`config.mk`:
```
export PLATFORM = sky130hd
export DESIGN_NAME = push_button_conditioner
export DESIGN_NICKNAME = d
export VERILOG_FILES = /design/src/rtl/push_button_conditioner_pkg.sv /design/src/rtl/push_button_conditioner_debounce_rpt.sv /design/src/rtl/push_button_conditioner.sv
export SDC_FILE = /design/constraint.sdc
export NUM_CORES = 1
export LEC_CHECK = 0
export CAP_MARGIN = 20
export CORE_MARGIN = 2
export CORE_UTILIZATION = 56
export CTS_BUF_LIST = sky130_fd_sc_hd__clkbuf_8
export CTS_CLUSTER_SIZE = 25
export DETAILED_ROUTE_END_ITERATION = 16
export HOLD_SLACK_MARGIN = 0.1
export PLACE_DENSITY = 0.73
export SLEW_MARGIN = 20
export SYNTH_ARGS = -nofsm -noshare
export SYNTH_HDL_FRONTEND = slang
export SYNTH_HIERARCHICAL = 1
export SYNTH_SLANG_ARGS = --single-unit
```
`constraint.sdc`:
```
create_clock -name clk_osc -period 4.8 [get_ports clk_osc]
set_input_delay 0.48 -clock clk_osc [delete_from_list [all_inputs] [get_ports clk_osc]]
set_output_delay 0.48 -clock clk_osc [all_outputs]
set_load 0.01 [all_outputs]
```
`src/rtl/push_button_conditioner_pkg.sv`:
```
// Shared definitions for the push-button conditioner: button indices and
// the per-button auto-repeat state encoding.
package push_pkg;

  localparam int BTN_U = 0;
  localparam int BTN_D = 1;
  localparam int BTN_L = 2;
  localparam int BTN_R = 3;
  localparam int BTN_M = 4;

  typedef enum logic [1:0] {
    ST_IDLE = 2'd0,
    ST_HOLD = 2'd1,
    ST_RPT  = 2'd2
  } rpt_state_t;

endpackage

```
`src/rtl/push_button_conditioner_debounce_rpt.sv`:
```
// One button: two-flop synchroniser, counter debounce, registered press/release
// pulses and the hold-to-auto-repeat state machine.
module button_debounce_rpt
  import push_pkg::*;
#(
  parameter int DEBOUNCE_CYC = 1_000_000,
  parameter int REPEAT_DLY   = 50_000_000,
  parameter int REPEAT_RATE  = 20_000_000,
  parameter int CNT_W        = 26
) (
  input  logic clk_osc,
  input  logic resetn,
  input  logic btn_raw,
  input  logic repeat_en,
  output logic btn_level,
  output logic btn_press,
  output logic btn_rel
);

  localparam logic [CNT_W-1:0] DEB_LAST  = CNT_W'(DEBOUNCE_CYC - 1);
  localparam logic [CNT_W-1:0] DLY_LAST  = CNT_W'(REPEAT_DLY - 1);
  localparam logic [CNT_W-1:0] RATE_LAST = CNT_W'(REPEAT_RATE - 1);

  logic             s1, s2;
  logic [CNT_W-1:0] dcnt;
  logic [CNT_W-1:0] rcnt, rcnt_next;
  rpt_state_t       state, state_next;
  logic             mismatch, deb_done, rise, fall, rpt_pulse;

  // The level flips on the edge where the last disagreeing sample is counted,
  // so rise/fall are known combinationally and the pulses land with the level.
  assign mismatch = s2 ^ btn_level;
  assign deb_done = mismatch && (dcnt == DEB_LAST);
  assign rise     = deb_done && !btn_level;
  assign fall     = deb_done && btn_level;

  // NOTE: sequential state uses non-blocking assignments so every flop samples
  // pre-edge values, which is what makes s1 -> s2 a real two-stage chain.
  always_ff @(posedge clk_osc or negedge resetn) begin
    if (!resetn) begin
      s1        <= 1'b0;
      s2        <= 1'b0;
      dcnt      <= '0;
      btn_level <= 1'b0;
      btn_press <= 1'b0;
      btn_rel   <= 1'b0;
    end else begin
      s1 <= btn_raw;
      s2 <= s1;
      if (!mismatch) begin
        dcnt <= '0;
      end else if (deb_done) begin
        dcnt      <= '0;
        btn_level <= ~btn_level;
      end else begin
        dcnt <= dcnt + 1'b1;
      end
      btn_press <= rise | rpt_pulse;
      btn_rel   <= fall;
    end
  end

  always_ff @(posedge clk_osc or negedge resetn) begin
    if (!resetn) begin
      state <= ST_IDLE;
      rcnt  <= '0;
    end else begin
      state <= state_next;
      rcnt  <= rcnt_next;
    end
  end

  // NOTE: every output of this block is given a default before the case so
  // no path leaves a value unassigned and no latch is inferred.
  always_comb begin
    state_next = state;
    rcnt_next  = rcnt;
    rpt_pulse  = 1'b0;
    if (fall) begin
      state_next = ST_IDLE;
      rcnt_next  = '0;
    end else begin
      case (state)
        ST_IDLE: begin
          if (rise) begin
            state_next = ST_HOLD;
            rcnt_next  = '0;
          end
        end
        ST_HOLD: begin
          if (!repeat_en) begin
            rcnt_next = '0;
          end else if (rcnt == DLY_LAST) begin
            rpt_pulse  = 1'b1;
            rcnt_next  = '0;
            state_next = ST_RPT;
          end else begin
            rcnt_next = rcnt + 1'b1;
          end
        end
        ST_RPT: begin
          if (!repeat_en) begin
            state_next = ST_HOLD;
            rcnt_next  = '0;
          end else if (rcnt == RATE_LAST) begin
            rpt_pulse = 1'b1;
            rcnt_next = '0;
          end else begin
            rcnt_next = rcnt + 1'b1;
          end
        end
        default: begin
          state_next = ST_IDLE;
          rcnt_next  = '0;
        end
      endcase
    end
  end

endmodule

```
`src/rtl/push_button_conditioner.sv`:
```
// Conditions all board push buttons: one independent debounce/repeat channel
// per bit of btn_raw (0=u, 1=d, 2=l, 3=r, 4=m).
module push_button_conditioner
  import push_pkg::*;
#(
  parameter int N_BTN        = BTN_M + 1,
  parameter int DEBOUNCE_CYC = 1_000_000,
  parameter int REPEAT_DLY   = 50_000_000,
  parameter int REPEAT_RATE  = 20_000_000,
  parameter int CNT_W        = 26
) (
  input  logic             clk_osc,
  input  logic             resetn,
  input  logic [N_BTN-1:0] btn_raw,
  input  logic [N_BTN-1:0] repeat_en,
  output logic [N_BTN-1:0] btn_level,
  output logic [N_BTN-1:0] btn_press,
  output logic [N_BTN-1:0] btn_rel
);

  for (genvar i = 0; i < N_BTN; i++) begin : g_btn
    button_debounce_rpt #(
      .DEBOUNCE_CYC(DEBOUNCE_CYC),
      .REPEAT_DLY  (REPEAT_DLY),
      .REPEAT_RATE (REPEAT_RATE),
      .CNT_W       (CNT_W)
    ) u_btn (
      .clk_osc  (clk_osc),
      .resetn   (resetn),
      .btn_raw  (btn_raw[i]),
      .repeat_en(repeat_en[i]),
      .btn_level(btn_level[i]),
      .btn_press(btn_press[i]),
      .btn_rel  (btn_rel[i])
    );
  end

endmodule
```
# Word-level counts from Yosys, hierarchy flattened
# Index checks and enable logic that the tools add are counted.
[classes]
eq_ne = 45
n_reduce_logical = 35
addsub = 10
n_mux = 105
n_bitwise = 15
[op_table]
columns = ["cell", "count"]
rows = [
  ["2-to-1 mux 26 bit", 40],
  ["case mux 26 bit (3 select lines)", 5],
  ["adder 26 x 1 -> 26 bit (second input constant)", 10],
  ["== test 26 x 20 -> 1 bit (second input constant)", 5],
  ["== test 26 x 25 -> 1 bit (second input constant)", 5],
  ["== test 26 bit (second input constant)", 5],
  ["2-to-1 mux 2 bit", 25],
  ["!= test 3 x 1 -> 1 bit (second input constant)", 10],
  ["!= test 3 x 2 -> 1 bit (second input constant)", 10],
  ["case mux 2 bit (3 select lines)", 5],
  ["2-to-1 mux 1 bit", 25],
  ["AND reduction 4 bit", 5],
  ["logical AND 1 bit", 15],
  ["== test 2 x 1 -> 1 bit (second input constant)", 5],
  ["== test 2 bit (second input constant)", 5],
  ["logical NOT 2 bit", 5],
  ["case mux 1 bit (2 select lines)", 5],
  ["AND reduction 2 bit", 5],
  ["logical NOT 1 bit", 5],
  ["NOT 1 bit", 5],
  ["bitwise OR 1 bit", 5],
  ["XOR 1 bit", 5],
]
[totals]
elab_cells = 250
input_bits = 12
output_inout_bits = 15
register_bits = 295

# Logic depth before layout (Yosys ltp)
# Gate-level depths: netlist (run 1).
[depth]
depth_word = 6
mapped_depth = 10
ltp_nobuf = 7

# By module
# The synthesis (run 1) kept the hierarchy.
[modules_own_cells]
columns = ["module", "seq_area_each_um2", "cells_per_inst", "instances", "area_per_inst_um2"]
rows = [
  ["button_debounce_rpt at g_btn[0].u_btn ...", 1476.4, 355, 4, 3251.9],
  ["button_debounce_rpt at g_btn[4].u_btn", 1476.4, 364, 1, 3271.9],
]

# Least setup slack after synthesis (run 1)
# No wires, ideal clock.
[synth_path]
path_type = "register -> register"
start = "register g_btn[4].u_btn.dcnt[22]"
end = "register g_btn[4].u_btn.state[0]"
t_required_ns = 4.723
setup_ns = 0.077
path_stages_with_launch = 7
arrival_ns = 2.070
path_buffers = 0
setup_slack_ns = 2.653
synth_period_minus_slack_ns = 2.147
path_cell_list = "dfrtp_1 > or3_4 > nor4_4 > a31oi_2 > or3_4 > a211o_1 > a21oi_1"
[synth_via]
elab_chain_len = 5
word_cells_on_any_way = 10
cone_classes = "5 x eq/ne; 1 x mux; 4 x reduce/logical"
[synth_lines]
columns = ["element", "line_no", "text"]
rows = [
  ["from (decl)", "push_button_conditioner_debounce_rpt.sv:25", "logic [CNT_W-1:0] dcnt;"],
  ["from (signal assigned)", "push_button_conditioner_debounce_rpt.sv:56", "dcnt <= dcnt + 1'b1;"],
  ["== test 26 x 20 -> 1 bit (*)", "push_button_conditioner_debounce_rpt.sv:33", "assign deb_done = mismatch && (dcnt == DEB_LAST);"],
  ["logical AND 1 bit (*)", "push_button_conditioner_debounce_rpt.sv:33", ""],
  ["logical AND 1 bit, on equally long branches", "push_button_conditioner_debounce_rpt.sv:35, push_button_conditioner_debounce_rpt.sv:34", ""],
  ["!= test 3 x 1 -> 1 bit (no line) or != test 3 x 2 -> 1 bit (tied branches)", "n/a", ""],
  ["AND reduction 4 bit (no line)", "n/a", ""],
  ["to (signal assigned)", "push_button_conditioner_debounce_rpt.sv:68", "state <= state_next;"],
  ["to (decl)", "push_button_conditioner_debounce_rpt.sv:27", "rpt_state_t state, state_next;"],
]
# Mark *: on every way between the ends. The rest lies on a longest branch, timed or not.
# A chain may end at the register's enable or synchronous reset.

# Worst setup path in the final report (run 1)
[layout_path]
start = "register g_btn[4].u_btn.rcnt[18]"
end = "register g_btn[4].u_btn.rcnt[14]"
[layout_via]
elab_chain_len = 5
word_cells_on_any_way = 8
cone_classes = "2 x eq/ne; 6 x mux"
[layout_lines]
columns = ["element", "line_no", "text"]
rows = [
  ["from (decl)", "push_button_conditioner_debounce_rpt.sv:26", "logic [CNT_W-1:0] rcnt, rcnt_next;"],
  ["from (signal assigned)", "push_button_conditioner_debounce_rpt.sv:69", "rcnt <= rcnt_next;"],
  ["== test 26 x 25 -> 1 bit or == test 26 bit (tied branches)", "push_button_conditioner_debounce_rpt.sv:105, push_button_conditioner_debounce_rpt.sv:93", ""],
  ["2-to-1 mux 26 bit, on equally long branches", "push_button_conditioner_debounce_rpt.sv:105, push_button_conditioner_debounce_rpt.sv:93", ""],
  ["2-to-1 mux 26 bit, on equally long branches", "push_button_conditioner_debounce_rpt.sv:102, push_button_conditioner_debounce_rpt.sv:91", ""],
  ["case mux 26 bit (3 select lines) (*)", "push_button_conditioner_debounce_rpt.sv:83", "case (state)"],
  ["2-to-1 mux 26 bit (*)", "push_button_conditioner_debounce_rpt.sv:79", "if (fall) begin"],
]
# Marked as above.

==> results of run 1 <==
-- kinds of logic (layout without fill, tap and decap cells) --
kind of cell             count (synthesis)  in the layout  synth area share
AND/OR/NAND/NOR                        954            954            0.3046
flip-flops                             295            295            0.4535
AO/OA/AOI/OAI                          251            251            0.1114
buffers and inverters                  120            188           0.03343
XOR/XNOR                               119            119           0.06402
adder cells (fa/ha/maj)                 35             35           0.02690
multiplexers                            10             10          0.006149
-- cell type report --
type	count	area [sq um]	area share
Timing Repair Buffer	38	370.4	0.02060
Multi-Input combinational cell	1369	8393	0.4669
Sequential cell	295	7382	0.4107
Tap cell	384	480.5	0.02673
Clock inverter	25	209.0	0.01162
Clock buffer	67	922.1	0.05130
Inverter	58	217.7	0.01211
-- final timing paths --
path                                    startpoint                 endpoint  cells past startpoint
hold / removal                          btn_raw[0]        g_btn[0].u_btn/s1                      1
hold reg to reg                  g_btn[3].u_btn/s1        g_btn[3].u_btn/s2                      0
setup reg to reg           g_btn[4].u_btn/rcnt[18]  g_btn[4].u_btn/rcnt[14]                      6
min in group asynchronous                   resetn  g_btn[0].u_btn/dcnt[22]                      2
setup / recovery           g_btn[4].u_btn/rcnt[18]  g_btn[4].u_btn/rcnt[14]                      6
max in group asynchronous                   resetn  g_btn[2].u_btn/dcnt[15]                      3
-- cell usage after synthesis (all sizes together) (5+ instances only) --
cell / count
dfrtp: 295
nand2: 228
nand3: 202
nor2: 183
xor2: 87
nand4: 61
inv: 58
o21ai: 53
and3: 52
o311ai: 48
and2: 40
or3: 37
and4: 36
a21oi: 35
buf: 35
ha: 35
xnor2: 32
clkbuf: 27
nor4: 27
o31ai: 26
nor4b: 24
a31oi: 23
nor3: 18
a31o: 14
nand4b: 13
a22oi: 12
mux2i: 10
nor3b: 9
o21a: 9
or2: 9
nor2b: 7
o211ai: 6
or4: 6
a21o: 5
-- state kept, by name (all words and copies together), names as in the netlist --
register,count
g_btn.u_btn/s2,5
g_btn.u_btn/dcnt,130
g_btn.u_btn/btn_press,5
g_btn.u_btn/state,10
g_btn.u_btn/rcnt,130
g_btn.u_btn/s1,5
g_btn.u_btn/btn_level,5
g_btn.u_btn/btn_rel,5
-- worst max-delay path, delay by kind of cell (launching register included) --
family             cells  cell delay, ns
DFF                    1            0.45
and+or+nand+nor        3            0.78
AOI/OAI and AO/OA      3            1.54
-- routing by layer --
layer  share of wire  vias up
li1                -     6542
met4           0.020        0
met1            0.47     6477
met5               0        -
met3           0.038       62
met2            0.47      240
-- metrics by stage --
stage               setup slack [ns]  hold WS [ns]  utilization
finish                         1.941        0.3499       0.6262
global route                   1.663        0.3069       0.6262
CTS                            1.953        0.3146       0.6257
detailed placement             1.976        0.3347       0.5860
global placement               2.000        0.3331       0.5860
floorplan                      2.653        0.1844            -
-- power groups by stage --
stage,combinational (mW),sequential (mW),clock [mW]
2_1_floorplan,0.247,2.58,0
3_3_place_gp,0.363,2.59,0
3_5_place_dp,0.370,2.59,0
5_1_grt,0.416,2.55,2.69
4_1_cts,0.371,2.54,2.58
6_report,0.371,2.54,2.50
-- timing repair --
item	CTS	global route
setup buffers	0	0
hold endpoints to repair	113	0
hold buffers	1	0
endpoints found under the setup margin	0	0
==> results.sh, run 1 <==
export IMPL_seqPwrFrac=0.470
export IMPL_antenna_found_initial=0
export IMPL_layout_drive_gt1_share=0.07991
export IMPL_grt_pass1_vias=13140
export IMPL_placementRows=62
export IMPL_start_util=0.5672
export IMPL_post_route_drc_count=0
export IMPL_grt_setup_unrepaired="false"
export IMPL_firstDrtPassIters=5
export IMPL_grt_pass1_wl_mm=60.91
export IMPL_fin_nets=1861
export IMPL_clk_latency_ns=0.57
export IMPL_period_share=0.5955
export IMPL_worst_path_max_delay_cell="o21ai_0"
export IMPL_setup_tns_ns=0
export IMPL_cp_start_kind="register"
export IMPL_pwr_density_cell_mw_per_mm2=301.1
export IMPL_io_buffers=26
export IMPL_slew_headroom=0.3150
export IMPL_yosysWarnings=6
export IMPL_die_area_sq_mm=0.03045
export IMPL_synth_edf_count=0
export IMPL_grt_max_degree=117
export IMPL_arrival_ns=3.32
export IMPL_worstSetupEndpointType="register"
export IMPL_postSynthCellCount=1784
export IMPL_grt_util_all_layers=0.2319
export IMPL_root_buffer="clkbuf_8"
export IMPL_use_met1=0.3179
export IMPL_avgSynthCellArea_sq_um=9.125
export IMPL_hold_viol_final=0
export IMPL_synth_area_sq_mm=0.01628
export IMPL_instances_no_fill=2236
export IMPL_dieHeight_um=174.5
export IMPL_dieWidth_um=174.5
export IMPL_h_tree_depth=2
export IMPL_cts_repair_resize_count=0
export IMPL_coreArea_sq_mm=0.02870
export IMPL_fin_crit_ns=2.859
export IMPL_crit_chain="nor4b_1 > nand4b_1 > o31a_1 > o21ai_0 > nor2_1 > a31o_2"
export IMPL_ys_seq_area_frac=0.4535
export IMPL_area_growth_pct=10.41
export IMPL_r2r_slack_ns=1.94
export IMPL_place_congestion=0.8931
export IMPL_path_clk_slew_ns=0.06
export IMPL_finalClockSkew_ns=0.02363
export IMPL_synth_fp_nets=1831
export IMPL_p_int_mw=4.092
export IMPL_yosysTopAreaCellShare=0.4535
export IMPL_post_route_cell_area_sq_mm=0.01797
export IMPL_totalWireLength_mm=34.36
export IMPL_drt_iter0_drc=1089
export IMPL_synth_area_top_cells="dfrtp_1 (45%), nand3_1 (6.2%), nand2_1 (5.2%)"
export IMPL_cts_tree="yes"
export IMPL_drtAntennaViolNets=0
export IMPL_diodes=0
export IMPL_synth_cell_type_count=61
export IMPL_hold_class="input port to register"
export IMPL_power_mw=5.411
export IMPL_required_ns=5.26
export IMPL_synth_ff_type="dfrtp_1"
export IMPL_fillers=2400
export IMPL_clock_sinks=295
export IMPL_grt_met2_usage=0.3838
export IMPL_synth_largest_area_cell="dfrtp_1"
export IMPL_peakVddDrop_mv=0.2581
export IMPL_combPwrFrac=0.069
export IMPL_power_leakage_nw=7.677
export IMPL_setup_viol=0
export IMPL_route_vias_total=13320
export IMPL_clock_tree_buffer_depth=3
export IMPL_async_flop_share=1.000
export IMPL_worstSetupPathType="register to register"
export IMPL_ys_seq_elements=295
export IMPL_layout_commonest_cell="dfrtp_1"
export IMPL_power_switching_mw=1.320
export IMPL_num_io_pins=27
export IMPL_netSwitchingFraction=0.2438
export IMPL_grt_ovfl_total=0
export IMPL_pwr_share_clk=0.461
export IMPL_worstMarginPinSlew_ns=1.017
export IMPL_maxSlewViolCount=0
export IMPL_maxCapViolCount=0
export IMPL_dp_cells=2143
export IMPL_status="complete, no violations"
export IMPL_critPathMaxFanout=11
export IMPL_post_dp_hpwl_mm=22.55
export IMPL_wl_per_cell_um=15.37
export IMPL_met3_usage=0.03215
export IMPL_layout_cells_most_common_list="dfrtp_1 (295), nand2_1 (224), nand3_1 (202)"
export IMPL_via_per_inst=5.958
export IMPL_max_freq_mhz=349.8
export IMPL_postPlaceCellArea_sq_mm=0.01682
export IMPL_top_usage_layer="met2"
export IMPL_critPathMaxStageDelay_ns=0.83
export IMPL_tritoncts_num_buffers=52
(Power assumes the default switching activity.)
==> run 2: changes to the inputs <==
- clock period: 4.8 -> 2.73 ns (I/O delays scaled with it)
==> run 2 against run 1 <==
Compared with the run above:
- non-clock buffer count increased by 18
- total power is 73% higher
- critical path depth rose by 1
- via count rose by 1.2%
- critical path type unchanged
- clock power grew 68%
- largest power group unchanged
- design area up 0.72%
- final cell count is 0.98% higher
- highest routed layer unchanged
- hold slack lost 0.21 ns
==> results.sh, run 2 (synthesized netlist as in run 1, its figures left out) <==
export IMPL_drtAntennaViolNets=0
export IMPL_worst_path_max_delay_cell="dfrtp_1"
export IMPL_die_area_sq_mm=0.03045
export IMPL_power_switching_mw=2.334
export IMPL_hold_class="input port to register"
export IMPL_grt_ovfl_total=0
export IMPL_placementRows=62
export IMPL_combPwrFrac=0.073
export IMPL_maxCapViolCount=0
export IMPL_seqPwrFrac=0.478
export IMPL_cp_start_kind="register"
export IMPL_area_growth_pct=11.21
export IMPL_io_buffers=26
export IMPL_tritoncts_num_buffers=52
export IMPL_slew_headroom=0.2663
export IMPL_crit_buf_inv=1
export IMPL_grt_max_degree=94
export IMPL_clock_tree_buffer_depth=3
export IMPL_power_leakage_nw=7.784
export IMPL_firstDrtPassIters=6
export IMPL_top_regs="g_btn.u_btn/dcnt (130), g_btn.u_btn/rcnt (130), g_btn.u_btn/state (10)"
export IMPL_num_io_pins=27
export IMPL_period_share=0.9321
export IMPL_h_tree_depth=2
export IMPL_dieHeight_um=174.5
export IMPL_fin_crit_ns=2.545
export IMPL_grt_setup_unrepaired="false"
export IMPL_post_route_drc_count=0
export IMPL_required_ns=3.18
export IMPL_netSwitchingFraction=0.2494
export IMPL_dieWidth_um=174.5
export IMPL_worstMarginPinSlew_ns=1.097
export IMPL_clk_latency_ns=0.57
export IMPL_diodes=0
export IMPL_crit_chain="nor4b_1 > nand4b_1 > o31a_1 > o21ai_0 > buf_4 > nor2_1 > a31o_2"
export IMPL_worstSetupEndpointType="register"
export IMPL_path_clk_slew_ns=0.06
export IMPL_setup_viol=0
export IMPL_start_util=0.5672
export IMPL_cts_tree="yes"
export IMPL_grt_pass1_wl_mm=60.94
export IMPL_hold_viol_final=0
export IMPL_arrival_ns=2.99
export IMPL_maxSlewViolCount=0
export IMPL_max_freq_mhz=393.0
export IMPL_power_mw=9.357
export IMPL_cp_top_family="compound AO/OA/AOI/OAI gates"
export IMPL_route_vias_total=13480
export IMPL_critPathMaxStageDelay_ns=0.45
export IMPL_fin_nets=1879
export IMPL_layout_drive_gt1_share=0.08965
export IMPL_coreArea_sq_mm=0.02870
export IMPL_peakVddDrop_mv=0.4253
export IMPL_grt_pass1_vias=12870
export IMPL_via_per_inst=5.970
export IMPL_setup_tns_ns=0
export IMPL_wl_per_cell_um=15.31
export IMPL_layout_commonest_cell="dfrtp_1"
export IMPL_status="complete, no violations"
export IMPL_grt_util_all_layers=0.2328
export IMPL_critPathMaxFanout=8
export IMPL_p_int_mw=7.024
export IMPL_pwr_share_clk=0.449
export IMPL_totalWireLength_mm=34.58
export IMPL_clock_sinks=295
export IMPL_drt_iter0_drc=992
export IMPL_post_dp_hpwl_mm=22.90
export IMPL_place_congestion=0.8460
export IMPL_hold_worst_slack_ns=0.1435
export IMPL_antenna_found_initial=0
export IMPL_pwr_density_cell_mw_per_mm2=516.8
export IMPL_root_buffer="clkbuf_8"
export IMPL_layout_cells_most_common_list="dfrtp_1 (295), nand2_1 (224), nand3_1 (202)"
export IMPL_finalClockSkew_ns=0.02572
export IMPL_worstSetupPathType="register to register"
[run 2: path summary, 6_finish.rpt]
check                                              from                      end  slack (ns)  cells after the start
worst min register to register        g_btn[2].u_btn/s1        g_btn[2].u_btn/s2        0.35                      0
worst max-delay path            g_btn[4].u_btn/rcnt[18]  g_btn[4].u_btn/rcnt[14]        0.19                      7
max in group asynchronous                        resetn  g_btn[4].u_btn/rcnt[12]        1.59                      3
worst max register to register  g_btn[4].u_btn/rcnt[18]  g_btn[4].u_btn/rcnt[14]        0.19                      7
min in group asynchronous                        resetn  g_btn[0].u_btn/rcnt[23]        0.26                      2
worst min-delay path                         btn_raw[3]        g_btn[3].u_btn/s1        0.14                      1
[run 2: layout make-up]
cell class | count | area [sq um]
Fill cell | 2393 | 10600
Multi-Input combinational cell | 1369 | 8399
Sequential cell | 295 | 7382
Clock buffer | 70 | 963.4
Timing Repair Buffer | 56 | 518.0
Tap cell | 384 | 480.5
Inverter | 58 | 217.7
Clock inverter | 26 | 143.9
[run 2: routing by layer]
layer	track usage	vias up	wire [um]
met1	0.3349	6558	16660
met5	0	-	0
met4	0.06424	0	671
met2	0.3717	294	15810
met3	0.03237	46	1438
li1	-	6582	-
[run 2: power groups by stage]
stage                     logic, mW  registers (mW)  clock network (mW)
after floorplan               0.434            4.54                   0
after global placement        0.659            4.55                   0
after detailed placement      0.679            4.55                   0
after CTS                     0.684            4.47                4.35
after global routing          0.768            4.48                4.55
final                         0.679            4.47                4.20
[run 2: what timing repair did]
item                                   in CTS  in global routing
setup endpoints to repair                   8                  6
endpoints found under the hold margin      64                  0
gates resized for setup                     1                  1
setup buffers                               0                  0
hold buffers                                1                  0
[run 2: through the flow]
step / setup WS, ns / std cells / util / cell area (sq um)
2_1_floorplan: 0.5830 / 1784 / - / 16280
3_3_place_gp: 0.08927 / 2161 / 0.5911 / 16970
3_5_place_dp: -0.05726 / 2161 / 0.5911 / 16970
4_1_cts: 0.1469 / 2258 / 0.6303 / 18090
5_1_grt: 0.04083 / 2258 / 0.6308 / 18100
6_report: 0.1854 / 2258 / 0.6308 / 18100
==> run 3: changes to the inputs <==
--- a/config.mk
+++ b/config.mk
@@ -14,5 +14,5 @@
 export HOLD_SLACK_MARGIN = 0.1
 export PLACE_DENSITY = 0.73
-export SLEW_MARGIN = 20
+export SLEW_MARGIN = 10
 export SYNTH_ARGS = -nofsm -noshare
 export SYNTH_HDL_FRONTEND = slang
==> constraint.sdc (replaced) <==
create_clock -name clk_osc -period 2.73 [get_ports clk_osc]
set_input_delay 0.546 -clock clk_osc [delete_from_list [all_inputs] [get_ports clk_osc]]
set_output_delay 0.546 -clock clk_osc [all_outputs]
set_load 0.01 [all_outputs]
==> run 3 against run 2 <==
Compared with the run above:
- critical path depth stayed put
- flip-flop and latch count unchanged
- design area is 0.39% lower
- register-to-register slack improved by 0.08 ns
- largest cell class unchanged
- maximum frequency rose by 3.2%
- global-route usage fell by 0.37 points
- sequential power about the same
- die area unchanged
- sequential share of layout area up 0.16 points
- worst setup slack gained 0.080 ns
- clock-buffer cell count fell by 5
==> results.sh, run 3 (synthesized netlist as in run 1, its figures left out) <==
export IMPL_netSwitchingFraction=0.2505
export IMPL_hold_class="register to register"
export IMPL_dieHeight_um=174.5
export IMPL_pwr_share_clk=0.438
export IMPL_period_share=0.9028
export IMPL_hold_viol_final=0
export IMPL_hold_worst_slack_ns=0.3442
export IMPL_combPwrFrac=0.075
export IMPL_layout_commonest_cell="dfrtp_1"
export IMPL_antenna_found_initial=0
export IMPL_grt_pass1_vias=13060
export IMPL_setup_viol=0
export IMPL_post_route_cell_area_sq_mm=0.01803
export IMPL_grt_ovfl_total=0
export IMPL_placementRows=62
export IMPL_grt_pass1_wl_mm=60.35
export IMPL_root_buffer="clkbuf_8"
export IMPL_finalClockSkew_ns=0.02752
export IMPL_cts_tree="yes"
export IMPL_num_io_pins=27
export IMPL_cp_top_family="compound AO/OA/AOI/OAI gates"
export IMPL_route_vias_total=13440
export IMPL_worstSetupEndpointType="register"
export IMPL_holdPathStages=0
export IMPL_totalWireLength_mm=34.23
export IMPL_required_ns=3.17
export IMPL_power_leakage_nw=7.753
export IMPL_maxCapViolCount=0
export IMPL_fillers=2439
export IMPL_maxSlewViolCount=0
export IMPL_setup_tns_ns=0
export IMPL_firstDrtPassIters=6
export IMPL_diodes=0
export IMPL_cts_repair_resize_count=0
export IMPL_r2r_cells=7
export IMPL_cp_depth=7
export IMPL_layout_cells_most_common_list="dfrtp_1 (295), nand2_1 (224), nand3_1 (202)"
export IMPL_crit_chain="ha_1 > and2_1 > and2_1 > a31oi_2 > buf_4 > nand2_1 > o311ai_0"
export IMPL_cp_start_kind="register"
export IMPL_p_int_mw=6.888
export IMPL_coreArea_sq_mm=0.02870
export IMPL_clock_sinks=295
export IMPL_pwr_density_cell_mw_per_mm2=509.6
export IMPL_worstMarginPinSlew_ns=1.107
export IMPL_peakVddDrop_mv=0.5299
export IMPL_top_regs="g_btn.u_btn/dcnt (130), g_btn.u_btn/rcnt (130), g_btn.u_btn/state (10)"
export IMPL_multiInputGateArea_sq_mm=0.008378
export IMPL_grt_util_all_layers=0.2291
export IMPL_clk_latency_ns=0.57
export IMPL_crit_buf_inv=1
export IMPL_clock_tree_buffer_depth=3
export IMPL_place_congestion=0.8666
export IMPL_grt_setup_unrepaired="false"
export IMPL_start_util=0.5672
export IMPL_area_growth_pct=10.78
export IMPL_power_mw=9.190
export IMPL_drtAntennaViolNets=0
export IMPL_path_clk_slew_ns=0.07
export IMPL_worst_path_max_delay_cell="a31oi_2"
export IMPL_post_route_drc_count=0
export IMPL_wl_per_cell_um=15.17
export IMPL_io_buffers=26
export IMPL_drt_iter0_drc=978
export IMPL_via_per_inst=5.957
export IMPL_fin_crit_ns=2.465
export IMPL_h_tree_depth=2
export IMPL_critPathMaxStageDelay_ns=0.89
export IMPL_max_freq_mhz=405.7
export IMPL_slew_headroom=0.2600
export IMPL_status="complete, no violations"
export IMPL_dieWidth_um=174.5
export IMPL_worstSetupPathType="register to register"
export IMPL_arrival_ns=2.91
export IMPL_seqPwrFrac=0.487
export IMPL_fin_nets=1877
export IMPL_postPlaceCellArea_sq_mm=0.01697
export IMPL_tritoncts_num_buffers=51
export IMPL_critPathMaxFanout=22
export IMPL_power_switching_mw=2.302
export IMPL_die_area_sq_mm=0.03045
export IMPL_seqCellArea_sq_mm=0.007382
export IMPL_crit_path_frequent_cell="and2_1"
export IMPL_layout_drive_gt1_share=0.08600
export IMPL_grt_max_degree=78
export IMPL_post_dp_hpwl_mm=22.95
-- run 3: cell count changes in the layout (fill, tap and decap cells not counted) --
cell / delta
a21oi_2: +1
a21oi_4: -1
a31oi_2: +1
a31oi_4: -1
buf_12: +1
buf_4: -2
clkbuf_8: -5
clkinv_2: -1
inv_1: +5
nand2_2: +1
nand2_4: -1
-- run 3: cell type report --
| type | instances | share of cell area |
|---|---|---|
| tap | 384 | 0.02664 |
| multi-input combinational | 1369 | 0.4646 |
| sequential | 295 | 0.4094 |
| clock inverter | 30 | 0.008742 |
| inverter | 58 | 0.01207 |
| clock buffer | 65 | 0.04961 |
| timing repair buffer | 55 | 0.02900 |
-- run 3: worst paths after layout --
check / from / slack (ns) / end
setup / recovery: g_btn[3].u_btn/dcnt[0] / 0.27 / g_btn[3].u_btn/rcnt[3]
hold / removal: g_btn[1].u_btn/s1 / 0.34 / g_btn[1].u_btn/s2
setup reg to reg: g_btn[3].u_btn/dcnt[0] / 0.27 / g_btn[3].u_btn/rcnt[3]
hold reg to reg: g_btn[1].u_btn/s1 / 0.34 / g_btn[1].u_btn/s2
max in group asynchronous: resetn / 1.36 / g_btn[0].u_btn/rcnt[4]
min in group asynchronous: resetn / 0.56 / g_btn[0].u_btn/rcnt[19]
-- run 3: power by group through the flow --
| stage | Clock (mW) | Combinational, mW | Sequential, mW |
|---|---|---|---|
| final | 4.03 | 0.692 | 4.47 |
| after global routing | 4.38 | 0.781 | 4.48 |
| after CTS | 4.17 | 0.697 | 4.47 |
| after detailed placement | 0 | 0.693 | 4.55 |
| after global placement | 0 | 0.673 | 4.55 |
| after floorplan | 0 | 0.434 | 4.54 |
-- run 3: repair_timing --
action	in CTS	in global routing
hold buffers	1	0
setup buffers	0	0
endpoints found under the hold margin	70	0
-- run 3: metal layers --
metal  global-route usage  up-vias  wire (um)
met3              0.03565       71       1434
met2               0.3657      265      15680
met5                    0        -          0
li1                     -     6566          -
met1               0.3244     6536      16320
met4              0.06910        0        801
-- run 3: per-stage QoR --
step                      cells  utilization  worst slack [ns]
after floorplan            1784            -            0.5830
after global routing       2256       0.6283           0.08412
after global placement     2160       0.5913            0.3017
final                      2256       0.6283            0.2653
after detailed placement   2160       0.5913            0.2248
after CTS                  2256       0.6283            0.2352
